$ cat src/rtl/kmac_pkg.sv
// -----------------------------------------------------------------------------
// kmac_pkg
//   Shared KMAC types: the error report record and codes, the multi-bit
//   encodings used on the datapath-clear and life-cycle escalation wires,
//   and the sparse state encoding of the error-report FSM.
//
//   Contents:
//     mubi4_t / MuBi4True / MuBi4False   multi-bit boolean, 4 bits
//     lc_tx_t / On / Off                 life-cycle broadcast value, 4 bits
//     lc_tx_test_true_loose()            anything other than Off counts as on
//     err_code_e                         8-bit error codes
//     err_t                              {valid, code[7:0], info[23:0]}
//     err_report_st_e                    error-report FSM states
// -----------------------------------------------------------------------------
package kmac_pkg;

    // Multi-bit boolean: only the two patterns below are meaningful.
    typedef logic [3:0] mubi4_t;
    localparam mubi4_t MuBi4True  = 4'h6;
    localparam mubi4_t MuBi4False = 4'h9;

    // Life-cycle broadcast signal.
    typedef logic [3:0] lc_tx_t;
    localparam lc_tx_t On  = 4'h5;
    localparam lc_tx_t Off = 4'hA;

    // Loose test: a corrupted encoding is treated as asserted so that a glitch
    // on the escalation wire fails safe.
    function automatic logic lc_tx_test_true_loose(input lc_tx_t val);
        return val != Off;
    endfunction

    typedef enum logic [7:0] {
        ErrNone             = 8'h00,
        ErrSwCmdSequence    = 8'h01,
        ErrKeyNotValid      = 8'h02,
        ErrSwPushedMsgFifo  = 8'h03,
        ErrWaitTimerExpired = 8'h04,
        ErrFatalError       = 8'hC1
    } err_code_e;

    typedef struct packed {
        logic        valid;
        logic [7:0]  code;
        logic [23:0] info;
    } err_t;

    // Error-report FSM. Every pair of encodings differs in at least 3 bits so
    // a single or double upset never lands on another legal state.
    localparam int ErrReportStateWidth = 6;

    typedef enum logic [ErrReportStateWidth-1:0] {
        StIdle          = 6'b000111,
        StPending       = 6'b011000,
        StClearing      = 6'b101101,
        StTerminalError = 6'b110010
    } err_report_st_e;

endpackage : kmac_pkg

$ cat src/rtl/kmac_err_report.sv
// -----------------------------------------------------------------------------
// kmac_err_report
//   Consumes the err_t stream from the KMAC error checkers. The first error is
//   latched into the ERR_CODE image with a one-cycle interrupt event; further
//   errors are only counted until SW acknowledges. The acknowledge starts a
//   ClearCycles-long clear_after_error broadcast to the datapath, which ends
//   with a one-cycle err_processed pulse. Escalation or an upstream FSM error
//   parks the block in a terminal state that only reset leaves.
//
//   Parameters:
//     ClearCycles  cycles clear_after_error_o is MuBi4True (1..255)
//     DropCntW     width of the saturating dropped-error counter
//
//   Ports:
//     clk_i, rst_ni          clock, asynchronous active-low reset
//     error_i                error report {valid, code, info}
//     fsm_error_i            upstream sparse-FSM error (fatal)
//     lc_escalate_en_i       life-cycle escalation
//     err_processed_req_i    SW acknowledge pulse
//     err_code_o             {code, info} of the captured error
//     err_valid_o            one-cycle event on capture
//     err_pending_o          error awaiting acknowledge (held through clearing)
//     clear_after_error_o    datapath clear request (mubi4)
//     err_processed_o        one-cycle pulse in the last clearing cycle
//     drop_cnt_o             errors discarded while pending, saturating
//     fatal_o                terminal state
//     sparse_fsm_error_o     own state register holds an illegal encoding
// -----------------------------------------------------------------------------
module kmac_err_report
    import kmac_pkg::*;
#(
    parameter int unsigned ClearCycles = 4,
    parameter int unsigned DropCntW    = 8
) (
    input  logic                clk_i,
    input  logic                rst_ni,
    input  err_t                error_i,
    input  logic                fsm_error_i,
    input  lc_tx_t              lc_escalate_en_i,
    input  logic                err_processed_req_i,
    output logic [31:0]         err_code_o,
    output logic                err_valid_o,
    output logic                err_pending_o,
    output mubi4_t              clear_after_error_o,
    output logic                err_processed_o,
    output logic [DropCntW-1:0] drop_cnt_o,
    output logic                fatal_o,
    output logic                sparse_fsm_error_o
);

    // The clear counter counts down to zero, so it starts one below the window.
    localparam logic [7:0] ClearCntInit = 8'(ClearCycles - 1);

    // State is kept as a raw vector: an upset can leave it holding a value
    // that is not a member of err_report_st_e, and that case must be decoded.
    logic [ErrReportStateWidth-1:0] r_state;
    logic [ErrReportStateWidth-1:0] w_state_d;
    logic [7:0]                     r_clr_cnt;
    logic [7:0]                     w_clr_cnt_d;
    logic [DropCntW-1:0]            r_drop_cnt;
    logic [DropCntW-1:0]            w_drop_cnt_d;
    logic [31:0]                    r_err_code;
    logic [31:0]                    w_err_code_d;
    logic                           r_err_valid;
    logic                           w_err_valid_d;
    logic                           w_illegal;
    logic                           w_escalate;

    assign w_escalate = fsm_error_i | lc_tx_test_true_loose(lc_escalate_en_i);

    always_comb begin
        // NOTE: every variable gets a hold/default value before the case so
        // that no path leaves one unassigned, which would infer a latch.
        w_state_d     = r_state;
        w_clr_cnt_d   = r_clr_cnt;
        w_drop_cnt_d  = r_drop_cnt;
        w_err_code_d  = r_err_code;
        w_err_valid_d = 1'b0;
        w_illegal     = 1'b0;

        case (r_state)
            StIdle: begin
                if (error_i.valid) begin
                    w_err_code_d  = {error_i.code, error_i.info};
                    w_err_valid_d = 1'b1;
                    w_state_d     = StPending;
                end
            end

            StPending: begin
                // An error arriving with the acknowledge is still a drop.
                if (error_i.valid && (r_drop_cnt != '1)) begin
                    w_drop_cnt_d = r_drop_cnt + DropCntW'(1);
                end
                if (err_processed_req_i) begin
                    w_clr_cnt_d = ClearCntInit;
                    w_state_d   = StClearing;
                end
            end

            StClearing: begin
                // Errors here are side effects of the clear itself; ignore them.
                if (r_clr_cnt == '0) begin
                    w_drop_cnt_d = '0;
                    w_state_d    = StIdle;
                end else begin
                    w_clr_cnt_d = r_clr_cnt - 8'd1;
                end
            end

            StTerminalError: begin
                // Absorbing: everything held until reset.
            end

            default: begin
                w_illegal = 1'b1;
                w_state_d = StTerminalError;
            end
        endcase

        // Escalation beats every other transition, including a capture in
        // the same cycle.
        if (w_escalate) begin
            w_state_d     = StTerminalError;
            w_err_code_d  = r_err_code;
            w_err_valid_d = 1'b0;
            w_drop_cnt_d  = r_drop_cnt;
            w_clr_cnt_d   = r_clr_cnt;
        end
    end

    // NOTE: sequential state uses non-blocking assignments so every flop
    // samples the pre-edge values regardless of statement order.
    always_ff @(posedge clk_i or negedge rst_ni) begin
        if (!rst_ni) begin
            r_state     <= StIdle;
            r_clr_cnt   <= '0;
            r_drop_cnt  <= '0;
            r_err_code  <= '0;
            r_err_valid <= 1'b0;
        end else begin
            r_state     <= w_state_d;
            r_clr_cnt   <= w_clr_cnt_d;
            r_drop_cnt  <= w_drop_cnt_d;
            r_err_code  <= w_err_code_d;
            r_err_valid <= w_err_valid_d;
        end
    end

    assign err_code_o          = r_err_code;
    assign err_valid_o         = r_err_valid;
    assign err_pending_o       = (r_state == StPending) || (r_state == StClearing);
    assign clear_after_error_o = (r_state == StClearing) ? MuBi4True : MuBi4False;
    assign err_processed_o     = (r_state == StClearing) && (r_clr_cnt == '0);
    assign drop_cnt_o          = r_drop_cnt;
    assign fatal_o             = (r_state == StTerminalError);
    assign sparse_fsm_error_o  = w_illegal;

    a_err_valid_single : assert property (
        @(posedge clk_i) disable iff (!rst_ni) err_valid_o |=> !err_valid_o);

    a_processed_in_clear : assert property (
        @(posedge clk_i) disable iff (!rst_ni)
        err_processed_o |-> (clear_after_error_o == MuBi4True));

    a_state_known : assert property (
        @(posedge clk_i) rst_ni |-> !$isunknown(r_state));

endmodule : kmac_err_report

$ cat config.mk
export PLATFORM = sky130hd
export DESIGN_NAME = kmac_err_report
export DESIGN_NICKNAME = d
export VERILOG_FILES = /design/src/rtl/kmac_pkg.sv /design/src/rtl/kmac_err_report.sv
export SDC_FILE = /design/constraint.sdc
export NUM_CORES = 1
export LEC_CHECK = 0
export ABC_CLOCK_PERIOD_IN_PS = 3200
export CORE_ASPECT_RATIO = 0.9
export CORE_MARGIN = 2
export CORE_UTILIZATION = 65
export CTS_BUF_LIST = sky130_fd_sc_hd__clkbuf_8
export CTS_CLUSTER_SIZE = 25
export DETAILED_ROUTE_END_ITERATION = 8
export DONT_BUFFER_PORTS = 1
export PLACE_DENSITY = 0.82
export SYNTH_ARGS = -nofsm -noshare
export SYNTH_HDL_FRONTEND = slang
export SYNTH_SLANG_ARGS = --single-unit
$ cat constraint.sdc
create_clock -name clk_i -period 3.2 [get_ports clk_i]
set_input_delay 0.64 -clock clk_i [delete_from_list [all_inputs] [get_ports clk_i]]
set_output_delay 0.64 -clock clk_i [all_outputs]
set_load 0.01 [all_outputs]
==> results of run 1 <==
-- layer usage --
metal  routed length [um]  part of all wire (%)  up-vias
met5                    0                     0        -
met3                  375                   7.7        6
met2                 2445                    50       70
li1                     -                     -      772
met1                 2008                    41      842
met4                   48                  0.98        0
-- area by class of cell --
type,count,area (um^2)
inverter,7,28.78
sequential,54,1354
clock buffer,5,68.82
timing repair buffer,2,15.01
multi-input combinational,142,1109
clock inverter,3,17.52
tap,46,57.56
fill,272,1081
-- final timing paths --
path	startpoint	to	slack (ns)	depth (start not counted)
worst max-delay path	r_clr_cnt[0]	err_processed_o	0.67	5
worst min-delay path	rst_ni	r_clr_cnt[3]	0.02	0
worst max register to register	r_state[5]	drop_cnt_o[5]	0.94	6
worst min register to register	r_clr_cnt[7]	r_clr_cnt[7]	0.49	1
max in group asynchronous	rst_ni	r_state[2]	3.00	0
min in group clk_i	error_i[19]	err_code_o[19]	0.46	1
-- metrics by stage --
| step | area (um^2) | setup slack [ns] |
|---|---|---|
| after floorplan | 2541 | 1.123 |
| after global placement | 2564 | 1.098 |
| after detailed placement | 2564 | 0.9958 |
| final | 2650 | 0.6672 |
| after global routing | 2650 | 0.5750 |
| after CTS | 2650 | 0.6814 |
-- cells in the mapped netlist, types with 2 or more instances --
| cell type | count | area [um^2] |
|---|---|---|
| o41ai_1 | 2 | 17.52 |
| o21ai_1 | 7 | 35.03 |
| nand3b_1 | 2 | 15.01 |
| nand4_1 | 3 | 18.77 |
| a21o_1 | 3 | 22.52 |
| nand3_1 | 5 | 25.02 |
| inv_1 | 6 | 22.52 |
| a31oi_1 | 5 | 31.28 |
| or3_1 | 3 | 18.77 |
| o311ai_1 | 3 | 26.28 |
| a21oi_2 | 2 | 17.52 |
| a21oi_1 | 6 | 30.03 |
| nor3_1 | 5 | 25.02 |
| nand2b_1 | 6 | 37.54 |
| buf_2 | 4 | 20.02 |
| nand2_1 | 11 | 41.29 |
| nor4b_4 | 2 | 47.55 |
| ha_1 | 3 | 37.54 |
| and3_1 | 3 | 18.77 |
| mux2_1 | 32 | 360.4 |
| buf_4 | 2 | 15.01 |
| nor2_1 | 13 | 48.80 |
| o21ai_0 | 7 | 35.03 |
| dfrtp_1 | 52 | 1301 |
| dfstp_2 | 2 | 52.55 |
-- cell families (layout without fill, tap and decap cells) --
| logic type | Yosys count | after routing | share of synthesized area, % |
|---|---|---|---|
| buf+inv | 15 | 17 | 3.102 |
| fa+ha+maj | 3 | 3 | 1.477 |
| compound gates | 43 | 43 | 11.42 |
| simple gates | 62 | 62 | 15.71 |
| mux | 34 | 34 | 15.02 |
| flops | 54 | 54 | 53.27 |
-- power groups by stage --
stage	sequential [mW]	clock [mW]	combinational, mW
floorplan	0.696	0	0.00451
global placement	0.696	0	0.00500
detailed placement	0.696	0	0.00524
CTS	0.682	0.369	0.00525
global route	0.683	0.396	0.00581
finish	0.682	0.362	0.00523
-- worst register-to-register path, delay by kind of cell, from the launching register on --
| kind | cells | cell delay [ns] |
|---|---|---|
| AND/OR/NAND/NOR | 3 | 1.14 |
| flip-flops | 1 | 0.52 |
| buffers and inverters | 1 | 0.19 |
| AO/OA/AOI/OAI | 2 | 0.32 |
-- state kept, by name, summed over array words and instances (netlist names) --
register	cells
err_valid_o	1
r_clr_cnt	8
err_code_o	32
r_state	5
drop_cnt_o	8
==> summary.md, run 1 <==
| Metric | Value |
|---|---|
| Bufs on Longest Clock Path | 2 |
| Fin. Hold Viols | 0 |
| Clock sink count | 54 |
| Placed cells | 251 |
| Internal | 836.0 uW |
| Final worst-path cycle share | 79.15% |
| Outcome | completed |
| Async SR Flop Fraction | 100.0% |
| Ratio of cells with drive above 1 in the final layout | 10.80% |
| Critical path class | reg2out |
| Most common cell after layout, fill and taps aside | dfrtp_1 |
| Total CTS buffers | 5 |
| Final min period | 2.533 ns |
| Sequential cell area fraction in the yosys report | 53.27% |
| Mapped cell area | 2541 um^2 |
| Vias per cell | 6.525 |
| Die X | 69.91 um |
| Synthesized instance count | 211 |
| RSZ-0062 raised after global routing | no |
| Leak Pwr | 1.275 nW |
| Final HPWL DP | 3557 um |
| Initial antenna violation count | 0 |
| Synth cell types | 47 |
| Gpl congestion | 0.9041 |
| Worst path top cell family by delay | simple AND/OR/NAND/NOR gates |
| First-pass GRT wire length | 8045 um |
| Buf/Inv on CP | 1 |
| Met2 Track Usage GR | 36.67% |
| Psw | 213.4 uW |
| Clk pwr share | 34.5% |
| Count of pins over their slew limit | 0 |
| Drt initial violations | 86 |
| Switching power share of the total | 20.33% |
| CP max-delay cell | nor3b_1 |
| Crit-path max cell delay | 0.46 ns |
| N_diodes | 0 |
| Worst Path Arrival | 1.89 ns |
| # port buffers | 0 |
| Tightest Hold Check Type | in2async |
| Setup TNS | 0 ns |
| Crit path capture type | primary output |
| Clock skew | 0.006284 ns |
| Min Hold Slack | 0.01933 ns |
| Grt peak-use layer | met2 |
| GRT Resource Usage Total | 23.30% |
| Yosys warning count | 0 |
| Post-CTS setup buffer count | 0 |
| Cts repair resizes | 0 |
| Req. time, crit path | 2.56 ns |
| WL per Instance | 18.83 um |
| Via count | 1,690 |
| ANT nets after route | 0 |
| Cell Rows | 21 |
| Initial core utilization | 68.11% |
| Drt drc | 0 |
| Slew HR | 64.64% |
| Total power | 1.049 mW |
| Die Ht | 63.32 um |
| Max Fclk | 394.8 MHz |
| Syn Nets | 255 |
| Area of the core | 3731 um^2 |
| Average size of a mapped cell | 12.04 um^2 |
| Power Density | 396.0 nW/um^2 |
| Wirelength, routed | 4878 um |
| Hold buffer count at cts | 0 |
| EDFF count, synth | 0 |
| Drt first pass iters | 4 |
| Number of global-route vias before repair | 1,708 |
| Final Util | 71.03% |
| Top FF cell, synth | dfrtp_1 |
| Ports | 90 |
| Peak supply drop | 0.0002759 V |
| Final setup viols | 0 |
| Die area | 4426 um^2 |
| Sequential power share | 65.0% |
| Clock slew at reported path FFs | 0.09 ns |
| Synthesis-stage register bit count | 54 |
| Total global routing overflow | 0 |
| Met3 Use GR | 8.480% |
| Worst-margin pin slew | 0.5292 ns |
| Clock root buffer | clkbuf_8 |
| Clock latency on the worst-skew pair | 0.30 ns |
| Layout area overhead | 4.284% |
| Max-Cap Viols | 0 |
| CP cell instances | inv_1 -> ha_1 -> nor3b_1 -> nand2_1 -> nor2_1 |
| Final layout net count | 256 |
| Crit start category | flip-flop |
| Met1 usage | 29.70% |
| Combinational Power Share | 0.5% |
| H-tree Lvls | 2 |
| Final Non-Filler Cells | 259 |
| TritonCTS clock tree | built |
| Commonest cells after routing, fill and taps aside | dfrtp_1 (52), mux2_1 (32), nor2_1 (13), nand2_1 (11) |
| Largest net degree at the start of global routing | 55 |
| Crit path max fanout | 4 |
Note: power is estimated with default switching activity, not from simulation.
==> inputs of run 2 (changes only) <==
Settings changed: ABC_CLOCK_PERIOD_IN_PS 3200 to 2600.
Clock period 3.2 ns to 2.6 ns, I/O delays scaled along.
==> run 2 against run 1 <==
Clock power is 28% higher. Final area grew 1.8%. Routed wire length increased by 5.8%. Setup slack worse by 0.47 ns. First-iteration DRC count increased by 52%. Critical path type unchanged. Via count grew 3.6%. Count of clock-buffer cells in the layout did not move. Hold slack better by 0.038 ns. Sequential share of layout area shrank 0.92 points. Critical path depth is the same. Clock skew up 0.0058 ns.
==> summary.md, run 2 (synthesized netlist as in run 1, its figures left out) <==
| Metric | Value |
|---|---|
| Crit start category | flip-flop |
| Area of the core | 3731 um^2 |
| Switching power share of the total | 21.79% |
| Outcome | completed |
| Total CTS buffers | 5 |
| Most common cell after layout, fill and taps aside | dfrtp_1 |
| Critical path class | reg2out |
| Final layout net count | 259 |
| Internal | 1.040 mW |
| # port buffers | 0 |
| Crit path capture type | primary output |
| N_diodes | 0 |
| Die X | 69.91 um |
| ANT nets after route | 0 |
| Commonest cells after routing, fill and taps aside | dfrtp_1 (52), mux2_1 (32), nor2_1 (13), nand2_1 (11) |
| Final worst-path cycle share | 92.42% |
| Cts repair resizes | 0 |
| Final Util | 72.33% |
| Bufs on Longest Clock Path | 2 |
| Wirelength, routed | 5162 um |
| Leak Pwr | 1.289 nW |
| Combinational Power Share | 1.9% |
| TritonCTS clock tree | built |
| Multi-input gate area | 1109 um^2 |
| H-tree Lvls | 2 |
| Die Ht | 63.32 um |
| Psw | 289.7 uW |
| Count of pins over their slew limit | 0 |
| Setup TNS | 0 ns |
| Die area | 4426 um^2 |
| Cell Rows | 21 |
| Initial core utilization | 68.11% |
| Max-Cap Viols | 0 |
| Vias per cell | 6.679 |
| Via count | 1,750 |
| Clock root buffer | clkbuf_8 |
| WL per Instance | 19.70 um |
| Clock skew | 0.01205 ns |
| Final HPWL DP | 3734 um |
| Gpl congestion | 0.8752 |
| Tightest Hold Check Type | in2async |
| Largest net degree at the start of global routing | 53 |
| Total global routing overflow | 0 |
| FF+latch area | 1354 um^2 |
| Req. time, crit path | 2.08 ns |
| Clk pwr share | 34.9% |
| Layout area overhead | 6.204% |
| First-pass GRT wire length | 8604 um |
| Sequential power share | 63.2% |
| Number of flip-flops in the largest register | 32 |
| Clock slew at reported path FFs | 0.10 ns |
| Fin. Hold Viols | 0 |
| Drt drc | 0 |
| Drt initial violations | 131 |
| Clock latency on the worst-skew pair | 0.30 ns |
| Hold buffer count at cts | 1 |
| Max Fclk | 416.1 MHz |
| Total power | 1.330 mW |
| Crit path max fanout | 4 |
| Post-CTS setup buffer count | 0 |
| Worst-margin pin slew | 0.5679 ns |
| Fillers | 260 |
| Slew HR | 61.85% |
| Worst Path Arrival | 1.88 ns |
| Initial antenna violation count | 0 |
| GRT Resource Usage Total | 24.57% |
| Ratio of cells with drive above 1 in the final layout | 12.50% |
| Peak supply drop | 0.0004258 V |
| Ports | 90 |
| RSZ-0062 raised after global routing | no |
| Drt first pass iters | 4 |
| Clock sink count | 54 |
| Number of global-route vias before repair | 1,822 |
| Final setup viols | 0 |
| Final min period | 2.403 ns |
| Power Density | 492.7 nW/um^2 |
## run 2: changes by cell type in the layout (fill, tap and decap cells not counted), sizes merged
cell | before | now
buf | 2 | 5
clkinvlp | 0 | 2
clkinv | 2 | 0
## run 2: worst paths after layout
kind	slack, ns	end	cells past startpoint	startpoint
worst max register to register	0.44	drop_cnt_o[0]	7	r_clr_cnt[0]
min in group clk_i	0.34	err_code_o[20]	1	error_i[20]
worst min register to register	0.50	r_clr_cnt[7]	1	r_clr_cnt[7]
worst min-delay path	0.06	r_state[1]	0	rst_ni
worst max-delay path	0.20	err_processed_o	5	r_clr_cnt[0]
max in group asynchronous	2.32	drop_cnt_o[3]	1	rst_ni
## run 2: worst max-delay path: stages (launching register included)
cell and delay (ns):
dfrtp_1 0.40, inv_1 0.14, ha_1 0.15, nor3b_1 0.43
nand2_1 0.22, nor2_1 0.24
## run 2: layout make-up
type,count,area share (%)
clock buffer,5,2.550
clock inverter,3,0.8809
inverter,7,1.066
multi-input combinational,142,41.08
sequential,54,50.16
tap,46,2.133
timing repair buffer,5,2.133
## run 2: routing by layer
layer	wire length, um	GRT usage [%]	vias to the layer above
li1	-	-	781
met4	102	9.615	0
met1	2007	30.09	862
met3	381	6.720	15
met5	0	0	-
met2	2671	41.55	92
## run 2: through the flow
step / cell area [um^2] / std cells / setup WS, ns / hold slack [ns]
floorplan: 2541 / 211 / 0.6427 / 0.2244
global placement: 2579 / 253 / 0.6018 / 0.2253
detailed placement: 2579 / 253 / 0.5043 / 0.2251
CTS: 2699 / 262 / 0.1885 / 0.04714
global route: 2699 / 262 / 0.05966 / 0.03857
finish: 2699 / 262 / 0.1970 / 0.05781
## run 2: power groups by stage
stage          logic (mW)  clock network, mW  registers, mW
6_report           0.0258              0.464          0.840
3_5_place_dp      0.00678                  0          0.856
2_1_floorplan     0.00555                  0          0.856
4_1_cts            0.0271              0.479          0.840
3_3_place_gp      0.00654                  0          0.856
5_1_grt            0.0299              0.506          0.840
==> inputs of run 3 (changes only) <==
--- a/config.mk
+++ b/config.mk
@@ -6,5 +6,4 @@
 export NUM_CORES = 1
 export LEC_CHECK = 0
-export ABC_CLOCK_PERIOD_IN_PS = 2600
 export CORE_ASPECT_RATIO = 0.9
 export CORE_MARGIN = 2
==> constraint.sdc (replaced) <==
create_clock -name clk_i -period 2.73 [get_ports clk_i]
set_input_delay 0.4095 -clock clk_i [delete_from_list [all_inputs] [get_ports clk_i]]
set_output_delay 0.4095 -clock clk_i [all_outputs]
set_load 0.01 [all_outputs]
==> run 3 against run 2 <==
Critical endpoint is now drop_cnt_o[5]. Sequential share of layout area decreased by 0.51 points. Final area increased by 1.0%. Cell count increased by 0.38%.
==> summary.md, run 3 (synthesized netlist as in run 1, its figures left out) <==
| Metric | Value |
|---|---|
| Final layout net count | 260 |
| Cts repair resizes | 0 |
| RSZ-0062 raised after global routing | no |
| Tightest Hold Check Type | in2reg |
| Final setup viols | 0 |
| Initial core utilization | 68.11% |
| Crit-path max cell delay | 0.51 ns |
| Fillers | 246 |
| Req. time, crit path | 2.96 ns |
| Most common cell after layout, fill and taps aside | dfrtp_1 |
| Final min period | 2.215 ns |
| Design Area, Final | 2726 um^2 |
| Peak supply drop | 0.0004411 V |
| Clock slew at reported path FFs | 0.09 ns |
| Commonest cells after routing, fill and taps aside | dfrtp_1 (52), mux2_1 (32), nor2_1 (13), nand2_1 (11) |
| Drt first pass iters | 4 |
| Clock latency on the worst-skew pair | 0.30 ns |
| CP max-delay cell | dfrtp_1 |
| ANT nets after route | 0 |
| Power Density | 491.6 nW/um^2 |
| Count of pins over their slew limit | 0 |
| Clock sink count | 54 |
| Ports | 90 |
| R2R Path End | drop_cnt_o[5] |
| Number of global-route vias before repair | 1,710 |
| Crit path max fanout | 11 |
| Clock root buffer | clkbuf_8 |
| Psw | 263.0 uW |
| Worst R2R Start | r_state[5] |
| CP Capture Point | drop_cnt_o[5] |
| Crit path capture type | flip-flop |
| Slew HR | 62.14% |
| Placed Area | 2579 um^2 |
| Clk pwr share | 38.4% |
| TritonCTS clock tree | built |
| Wirelength, routed | 4984 um |
| First-pass GRT wire length | 8148 um |
| Final Non-Filler Cells | 263 |
| Initial antenna violation count | 0 |
| Total CTS buffers | 5 |
| # port buffers | 0 |
| Critical path class | reg2reg |
| Clock skew | 0.003536 ns |
| Via count | 1,707 |
| Ratio of cells with drive above 1 in the final layout | 11.98% |
| Switching power share of the total | 19.62% |
| Critical path startpoint | r_state[5] |
| WL per Instance | 18.95 um |
| GRT Resource Usage Total | 23.28% |
| Layout area overhead | 7.287% |
| Max-Cap Viols | 0 |
| CP cell instances | nand3b_1 -> or2_1 -> inv_4 -> nor4b_4 -> a41oi_1 -> a31oi_1 |
| Gpl congestion | 0.8590 |
| Worst r2r path cells | 6 |
| Die area | 4426 um^2 |
| Setup TNS | 0 ns |
| H-tree Lvls | 2 |
| Fin. Hold Viols | 0 |
| Number of flip-flops in the largest register | 32 |
| Total global routing overflow | 0 |
| Vias per cell | 6.490 |
| Drt initial violations | 120 |
| Die X | 69.91 um |
| Largest net degree at the start of global routing | 55 |
| Bufs on Longest Clock Path | 2 |
| Outcome | completed |
| Final worst-path cycle share | 81.15% |
| Die Ht | 63.32 um |
| Internal reg-to-reg setup slack | 0.51 ns |
| Worst-margin pin slew | 0.5636 ns |
| Total power | 1.340 mW |
| Internal | 1.077 mW |
| Max Fclk | 451.4 MHz |
| Worst Path Arrival | 2.44 ns |
| Combinational Power Share | 2.0% |
| Crit start category | flip-flop |
| Drt drc | 0 |
| Area of the core | 3731 um^2 |
| Sequential power share | 59.7% |
| Cell Rows | 21 |
| Placed cells | 253 |
| N_diodes | 0 |
| Final HPWL DP | 3663 um |
| Leak Pwr | 1.308 nW |
## run 3: worst max-delay path: cells and delay by family (launching register included)
| family | cells | cell delay (ns) |
|---|---|---|
| AOI/OAI and AO/OA | 2 | 0.34 |
| buffers and inverters | 1 | 0.18 |
| and+or+nand+nor | 3 | 1.11 |
| DFF | 1 | 0.51 |
## run 3: final cells by class
class | count | area, um^2 | area share, %
Clock inverter | 3 | 41.29 | 1.514
Clock buffer | 5 | 68.82 | 2.524
Sequential cell | 54 | 1354 | 49.66
Inverter | 7 | 28.78 | 1.056
Tap cell | 46 | 57.56 | 2.111
Multi-Input combinational cell | 142 | 1109 | 40.66
Timing Repair Buffer | 6 | 67.56 | 2.478
## run 3: worst min-delay path by stage
stage / start / slack [ns] / cells after the start / end
3_5_place_dp: rst_ni / 0.11 / 0 / r_state[3]
6_report: error_i[17] / 0.23 / 1 / err_code_o[17]
3_3_place_gp: rst_ni / 0.11 / 0 / r_state[3]
2_1_floorplan: rst_ni / 0.11 / 0 / drop_cnt_o[0]
4_1_cts: error_i[13] / 0.23 / 1 / err_code_o[13]
5_1_grt: error_i[23] / 0.22 / 1 / err_code_o[23]
## run 3: power groups by stage
stage / Combinational (mW) / Sequential (mW) / Clock (mW)
after CTS: 0.0278 / 0.800 / 0.526
after global routing: 0.0310 / 0.800 / 0.554
final: 0.0266 / 0.800 / 0.514
after floorplan: 0.00529 / 0.816 / 0
after global placement: 0.00628 / 0.816 / 0
after detailed placement: 0.00644 / 0.816 / 0
## run 3: per-layer routing
layer / part of all wire (%) / vias to the layer above / track usage (%)
met1: 40 / 832 / 29.60
li1: - / 785 / -
met2: 50 / 81 / 38.33
met3: 8.6 / 9 / 7.200
met4: 1.3 / 0 / 7.452
met5: 0 / - / 0
## run 3: through the flow
stage	utilization, %	setup slack, ns	hold slack [ns]
detailed placement	69.11	0.5419	0.1146
finish	73.07	0.5145	0.2345
global route	73.07	0.3735	0.2177
CTS	73.07	0.5239	0.2259
floorplan	-	0.8832	0.1139
global placement	69.11	0.6424	0.1148
## run 3: what timing repair did
| action | 4_1_cts | 5_1_grt |
|---|---|---|
| buffers inserted | 0 | 0 |
| hold buffers | 2 | 0 |
| endpoints found under the hold margin | 54 | 0 |
